$ cat src/rtl/pc_seq_ctrl.sv
// pc_seq_ctrl: program-counter sequencer for the single-cycle RV32 core.
//
// Owns the PC register. Fetches instructions from instruction memory through a
// req/ready handshake. On each accepted fetch, the next PC is chosen in this
// priority order:
//   1. trap vector
//   2. branch/jump target
//   3. PC+4
// The block also counts retired (accepted) fetches.
//
// Optional feature macro: PC_MISALIGN_TRAP_EN
//   defined   : a redirect to a target that is not word-aligned traps to
//               TRAP_VEC and pulses misalign_err.
//   undefined : target bits [1:0] are cleared, and misalign_err is tied to 0.
//
// Ports:
//   clk, rst_n     clock (rising edge), asynchronous active-low reset
//   branch, zero   decoded branch, ALU zero flag
//   jump           decoded JAL/JALR
//   pc_target      redirect target from the datapath adder
//   stall          hazard hold request
//   trap           synchronous exception/interrupt request
//   imem_ready     instruction memory accepts/returns this cycle
//   imem_req       fetch request
//   imem_addr      fetch address (= pc)
//   pc             current PC (registered)
//   pc_plus4       pc + 4 (combinational)
//   pc_src         redirect select for the datapath next-PC mux
//   fetch_fire     accept strobe
//   instret        accepted-fetch counter (wraps)
//   misalign_err   misaligned-redirect strobe
module pc_seq_ctrl #(
  parameter logic [31:0] RESET_VEC = 32'h0000_0000,
  parameter logic [31:0] TRAP_VEC  = 32'h0000_0100
) (
  input  logic        clk,
  input  logic        rst_n,
  input  logic        branch,
  input  logic        zero,
  input  logic        jump,
  input  logic [31:0] pc_target,
  input  logic        stall,
  input  logic        trap,
  input  logic        imem_ready,
  output logic        imem_req,
  output logic [31:0] imem_addr,
  output logic [31:0] pc,
  output logic [31:0] pc_plus4,
  output logic        pc_src,
  output logic        fetch_fire,
  output logic [31:0] instret,
  output logic        misalign_err
);

  typedef enum logic [1:0] {StBoot, StFetch, StStall} state_e;

  state_e      state;
  logic [31:0] pc_next;
  logic [31:0] target_eff;
  logic        misalign;

  assign pc_plus4   = pc + 32'd4;
  assign pc_src     = (branch & zero) | jump;
  assign imem_req   = (state == StFetch) & ~stall;
  assign imem_addr  = pc;
  assign fetch_fire = imem_req & imem_ready;

`ifdef PC_MISALIGN_TRAP_EN
  assign misalign     = pc_src & (pc_target[1:0] != 2'b00);
  assign target_eff   = pc_target;
  assign misalign_err = fetch_fire & ~trap & misalign;
`else
  assign misalign     = 1'b0;
  assign target_eff   = pc_target & ~32'd3;
  assign misalign_err = 1'b0;
`endif

  // Next PC on an accept: trap first, then redirect, then sequential.
  always_comb begin
    pc_next = pc_plus4;
    if (trap || (pc_src && misalign)) begin
      pc_next = TRAP_VEC;
    end else if (pc_src) begin
      pc_next = target_eff;
    end
  end

  always_ff @(posedge clk or negedge rst_n) begin
    if (!rst_n) begin
      state   <= StBoot;
      pc      <= RESET_VEC;
      instret <= 32'd0;
    end else begin
      unique case (state)
        StBoot: begin
          state <= StFetch;
        end
        StFetch: begin
          if (fetch_fire) begin
            pc      <= pc_next;
            instret <= instret + 32'd1;
          end else if (trap) begin
            // Abandon any outstanding request; do not count it as retired.
            pc <= TRAP_VEC;
          end else if (stall) begin
            state <= StStall;
          end
        end
        StStall: begin
          if (trap) begin
            pc    <= TRAP_VEC;
            state <= StFetch;
          end else if (!stall) begin
            state <= StFetch;
          end
        end
        default: begin
          state <= StBoot;
        end
      endcase
    end
  end

endmodule

$ cat config.mk
export PLATFORM = sky130hd
export DESIGN_NAME = pc_seq_ctrl
export DESIGN_NICKNAME = d
export VERILOG_FILES = /design/src/rtl/pc_seq_ctrl.sv
export SDC_FILE = /design/constraint.sdc
export NUM_CORES = 1
export LEC_CHECK = 0
export CAP_MARGIN = 20
export CORE_ASPECT_RATIO = 1.75
export CORE_MARGIN = 3
export CORE_UTILIZATION = 30
export CTS_CLUSTER_SIZE = 12
export DETAILED_ROUTE_END_ITERATION = 8
export GPL_TIMING_DRIVEN = 1
export PLACE_DENSITY_LB_ADDON = 0.12
export SETUP_SLACK_MARGIN = 0.15
export SKIP_LAST_GASP = 1
export SLEW_MARGIN = 5
export SYNTH_ARGS = -nofsm -noshare
export SYNTH_HDL_FRONTEND = slang
export SYNTH_SLANG_ARGS = --single-unit
$ cat constraint.sdc
create_clock -name clk -period 5.7 [get_ports clk]
set_clock_uncertainty 0.05 [all_clocks]
set_input_delay 0.855 -clock clk [delete_from_list [all_inputs] [get_ports clk]]
set_output_delay 0.855 -clock clk [all_outputs]
set_load 0.05 [all_outputs]
Word level (Yosys, flattened, before mapping)
Cells that the tools add are included.

storage, ports and cells
  memories = 0
  bits in read-only memories = 0
  latch bits = 0
  register bits after elaboration = 66
  memory bits (writable) = 0

cells by class
  shifts and indexed selects = 0
  equality and inequality tests = 6
  add/subtract/negate cells = 2
  bitwise gates (word level) = 5
  reduce and logical (&&, ||, !) cells = 4
  magnitude comparators = 0
  multiplexer cells = 11
  multipliers = 0
  div/mod/pow operators = 0

operators by type and width
  kind                                                              number
  32-bit 2-to-1 mux                                                 4
  32-bit case mux with 2 select lines                               1
  32-bit by 1-bit adder with 32-bit output (second input constant)  1
  32-bit by 3-bit adder with 32-bit output (second input constant)  1
  2-bit 2-to-1 mux                                                  5
  2-bit != test (second input constant)                             3
  2-bit case mux with 3 select lines                                1
  4-bit AND reduction                                               1
  1-bit bitwise AND                                                 3
  3-bit != test (second input constant)                             1
  2-bit by 1-bit == test with 1-bit output (second input constant)  1
  2-bit == test (second input constant)                             1
  2-bit logical NOT                                                 1
  2-bit AND reduction                                               1
  2-bit nonzero test                                                1
  1-bit NOT                                                         1
  1-bit bitwise OR                                                  1

Logic depth before layout (Yosys ltp)
  depth after elaboration = 6
  depth in mapped cells = 10

Least setup slack after synthesis
No wires, ideal clock.

  path kind = reg-to-output
  from = reg pc[4], in the netlist imem_addr[4]
  to = out pc_plus4[31]
  cell stages (with the launch flop) = 7
  data arrival time = 2.772 ns
  slack = 2.023 ns
  buffers on the path = 1
  cells stage by stage = dfrtp_1 > buf_2 > nand4_4 > or4_4 > nor2_4 > nand4_2 > xnor2_1

between the ends
  word-level cells in the longest chain between the ends = 1

ends and longest elaborated chain
  what                                      RTL line  text
  start: declaration                        47        output logic [31:0] pc,
  start signal: assignment                  100       pc <= pc_next;
  32-bit by 3-bit adder with 32-bit output  62        assign pc_plus4 = pc + 32'd4;
  end: declaration                          48        output logic [31:0] pc_plus4,

No other way between the ends.

Worst setup path in the final report
  from = reg pc[3], in the netlist imem_addr[3]
  to = out pc_plus4[26]

The elaborated chain is that of the path after synthesis.

==> run metrics <==
M1 GR Usage 20.8%; Setup Buffers After CTS 0; I/O Pins 172; MaxCap Viol Count 0; maximum clock frequency 242 MHz; PortBufs 168; Worst EP arrival 3.22 ns; gr busiest metal met2; DR iter-0 viols 161; wire length after detailed routing 13800 µm; Max FO, Critical Path 8; # fillers 1359; Synth top area share 39.3%; post_cts resized 0; Vias 3904; pre-CTS WS 1.89 ns; hold buffers post-CTS 0; Total Die Area 15500 µm²; largest area contributor in the netlist dfrtp_1; worst setup margin 1.57 ns; Final min period 4.13 ns; H-tree Lvls 3; Ant. Diodes 0; Worst Setup Start Kind flop; share of layout cells above drive strength 1 5.15%; min-delay worst type flop to flop; pin count of the biggest net entering global routing 67; gr ovfl total 0; Min-Delay Path Depth 1; Mapped Nets 496; Worst slew margin 33.2%; Critical Path RT 4.80 ns; final setup TNS 0 ns; slowest cell on the critical path clkdlybuf4s50_1; RD Place Congestion 0.834; P_leak 2.42 nW; Syn. warnings 0; CTS sink cnt 66; CP endpoint kind output pin; EDFF count, synth 0; R2R cell count 7; Design Power 2.17 mW; vias in the first global route 4048; Synth Instances 449; Cell variety after synth 66; initial antenna violation count 0; DRC Markers 0; Final Hold Fails 0; status finished, final reports clean; top post-synthesis cells by area dfrtp_1 (39%), xnor2_1 (9.2%), buf_4 (6.4%); DP Cell Count 740; First-pass DRT Iterations 5; initial core utilization 30.9%; post-route ant nets 0; worst skew pair latency 0.33 ns; Num CTS Buffers 9; Clock Tree Buf Depth 2; Final Cycle Share 72.4%; clk root buf clkbuf_16; die height 163 µm; Post-Synthesis Cell Area 4210 µm²; sequential share of the synthesized area 39.3%; FFs w/ async S/R, synth 100%; CTS tree yes; final net count 624; hpwl dp 10100 µm; Yosys reg bits 66; met2 Track Usage GR 33.2%; crit path cell chain ha_1 -> nand4_1 -> nor4_1 -> nand3_1 -> xnor2_1 -> clkdlybuf4s50_1; global-route wire length before repair 21900 µm; CTS clk-pin slew, worst paths 0.06 ns; count leader, synth dfrtp_1; core footprint 13600 µm²; kind of critical path flop to output pin; final core utilization 44.4%; pwr dens 360 nW/µm²; Die W 95.5 µm; fin. max-slew vios 0; # rows 56; drt via density 5.16; Slew @ Worst Pin 1.00 ns; area grow syn2layout 43.4%; GR Util met3 3.01%; Critical Path Max Stage Delay 0.82 ns; final cell count without fillers 756; Mapped Avg Cell Area 9.37 µm²; Avg WL per Cell 18.3 µm; final setup fails 0; total track usage 18.3%; maximum VDD drop 0.151 mV; ys flop type dfrtp_1; Synth top cells by count dfrtp_1 (66), xnor2_1 (44), nand2_1 (40), buf_4 (36), nand3_1 (29); RSZ-0062 raised after global routing false
-- state kept, by name, summed over array words and instances (netlist names) --
signal     flops
imem_addr     32
instret       32
state          2
-- worst paths after layout --
path / slack (ns) / to / start
worst max-delay path: 1.57 / pc_plus4[26] / imem_addr[3]$_DFFE_PN0P_
worst min-delay path: 0.42 / instret[31]$_DFFE_PN0N_ / instret[31]$_DFFE_PN0N_
worst max register to register: 3.14 / imem_addr[29]$_DFFE_PN0P_ / state[0]$_DFFE_PN0P_
worst min register to register: 0.42 / instret[31]$_DFFE_PN0N_ / instret[31]$_DFFE_PN0N_
max in group asynchronous: 4.31 / imem_addr[8]$_DFFE_PN0P_ / rst_n
min in group asynchronous: 0.66 / instret[25]$_DFFE_PN0N_ / rst_n
-- stage by stage --
| step | hold slack (ns) | area, µm² |
|---|---|---|
| after floorplan | 0.478 | 4210 |
| after global placement | 0.416 | 5760 |
| after detailed placement | 0.412 | 5760 |
| after CTS | 0.424 | 6030 |
| after global routing | 0.446 | 6030 |
| final | 0.417 | 6030 |
-- critical path: cells and delay by family, from the launching register on --
kind | cells | cell delay [ns]
simple gates | 3 | 0.84
flops | 1 | 0.56
buf+inv | 1 | 0.82
fa+ha+maj | 1 | 0.43
xor+xnor | 1 | 0.22
-- power breakdown --
part	internal, mW	switching (mW)
logic	0.342	0.681
clock network	0.304	0.210
registers	0.521	0.112
total	1.17	1.00
-- cell families after synthesis --
| group | share of synthesized area [%] |
|---|---|
| compound gates | 15.0 |
| fa+ha+maj | 2.08 |
| simple gates | 21.0 |
| mux | 0.982 |
| flops | 39.3 |
| buf+inv | 9.34 |
| other cells | 0.0892 |
| xor+xnor | 12.3 |
-- metal layers --
| metal | wire length, µm | up-vias | part of all wire, % |
|---|---|---|---|
| met3 | 765 | 23 | 5.5 |
| met5 | 0 | - | 0 |
| li1 | - | 1843 | - |
| met1 | 5340 | 1887 | 39 |
| met2 | 7440 | 151 | 54 |
| met4 | 289 | 0 | 2.1 |
-- cell type report --
class / count / area, µm² / area share (%)
Tap cell: 174 / 218 / 3.61
Inverter: 10 / 37.5 / 0.622
Multi-Input combinational cell: 320 / 2160 / 35.8
Clock buffer: 11 / 243 / 4.02
Sequential cell: 66 / 1650 / 27.4
Clock inverter: 5 / 30.0 / 0.498
Timing Repair Buffer: 170 / 1690 / 28.0
-- layout by cell type, fill, tap and decap left out, types with 7 or more instances in the layout --
master | netlist | routed
nand4_1 | 19 | 19
clkbuf_16 | 0 | 9
and4_1 | 7 | 7
o2bb2ai_1 | 7 | 7
ha_1 | 7 | 7
nand3_1 | 29 | 29
o21ai_0 | 19 | 19
xnor2_1 | 44 | 44
xor2_1 | 15 | 15
a21oi_1 | 8 | 8
dfrtp_1 | 66 | 66
clkdlybuf4s50_1 | 0 | 167
inv_1 | 9 | 9
nor2_1 | 23 | 23
and3_1 | 8 | 8
a22oi_1 | 8 | 8
nand2_1 | 40 | 40
(Power assumes the default switching activity.)
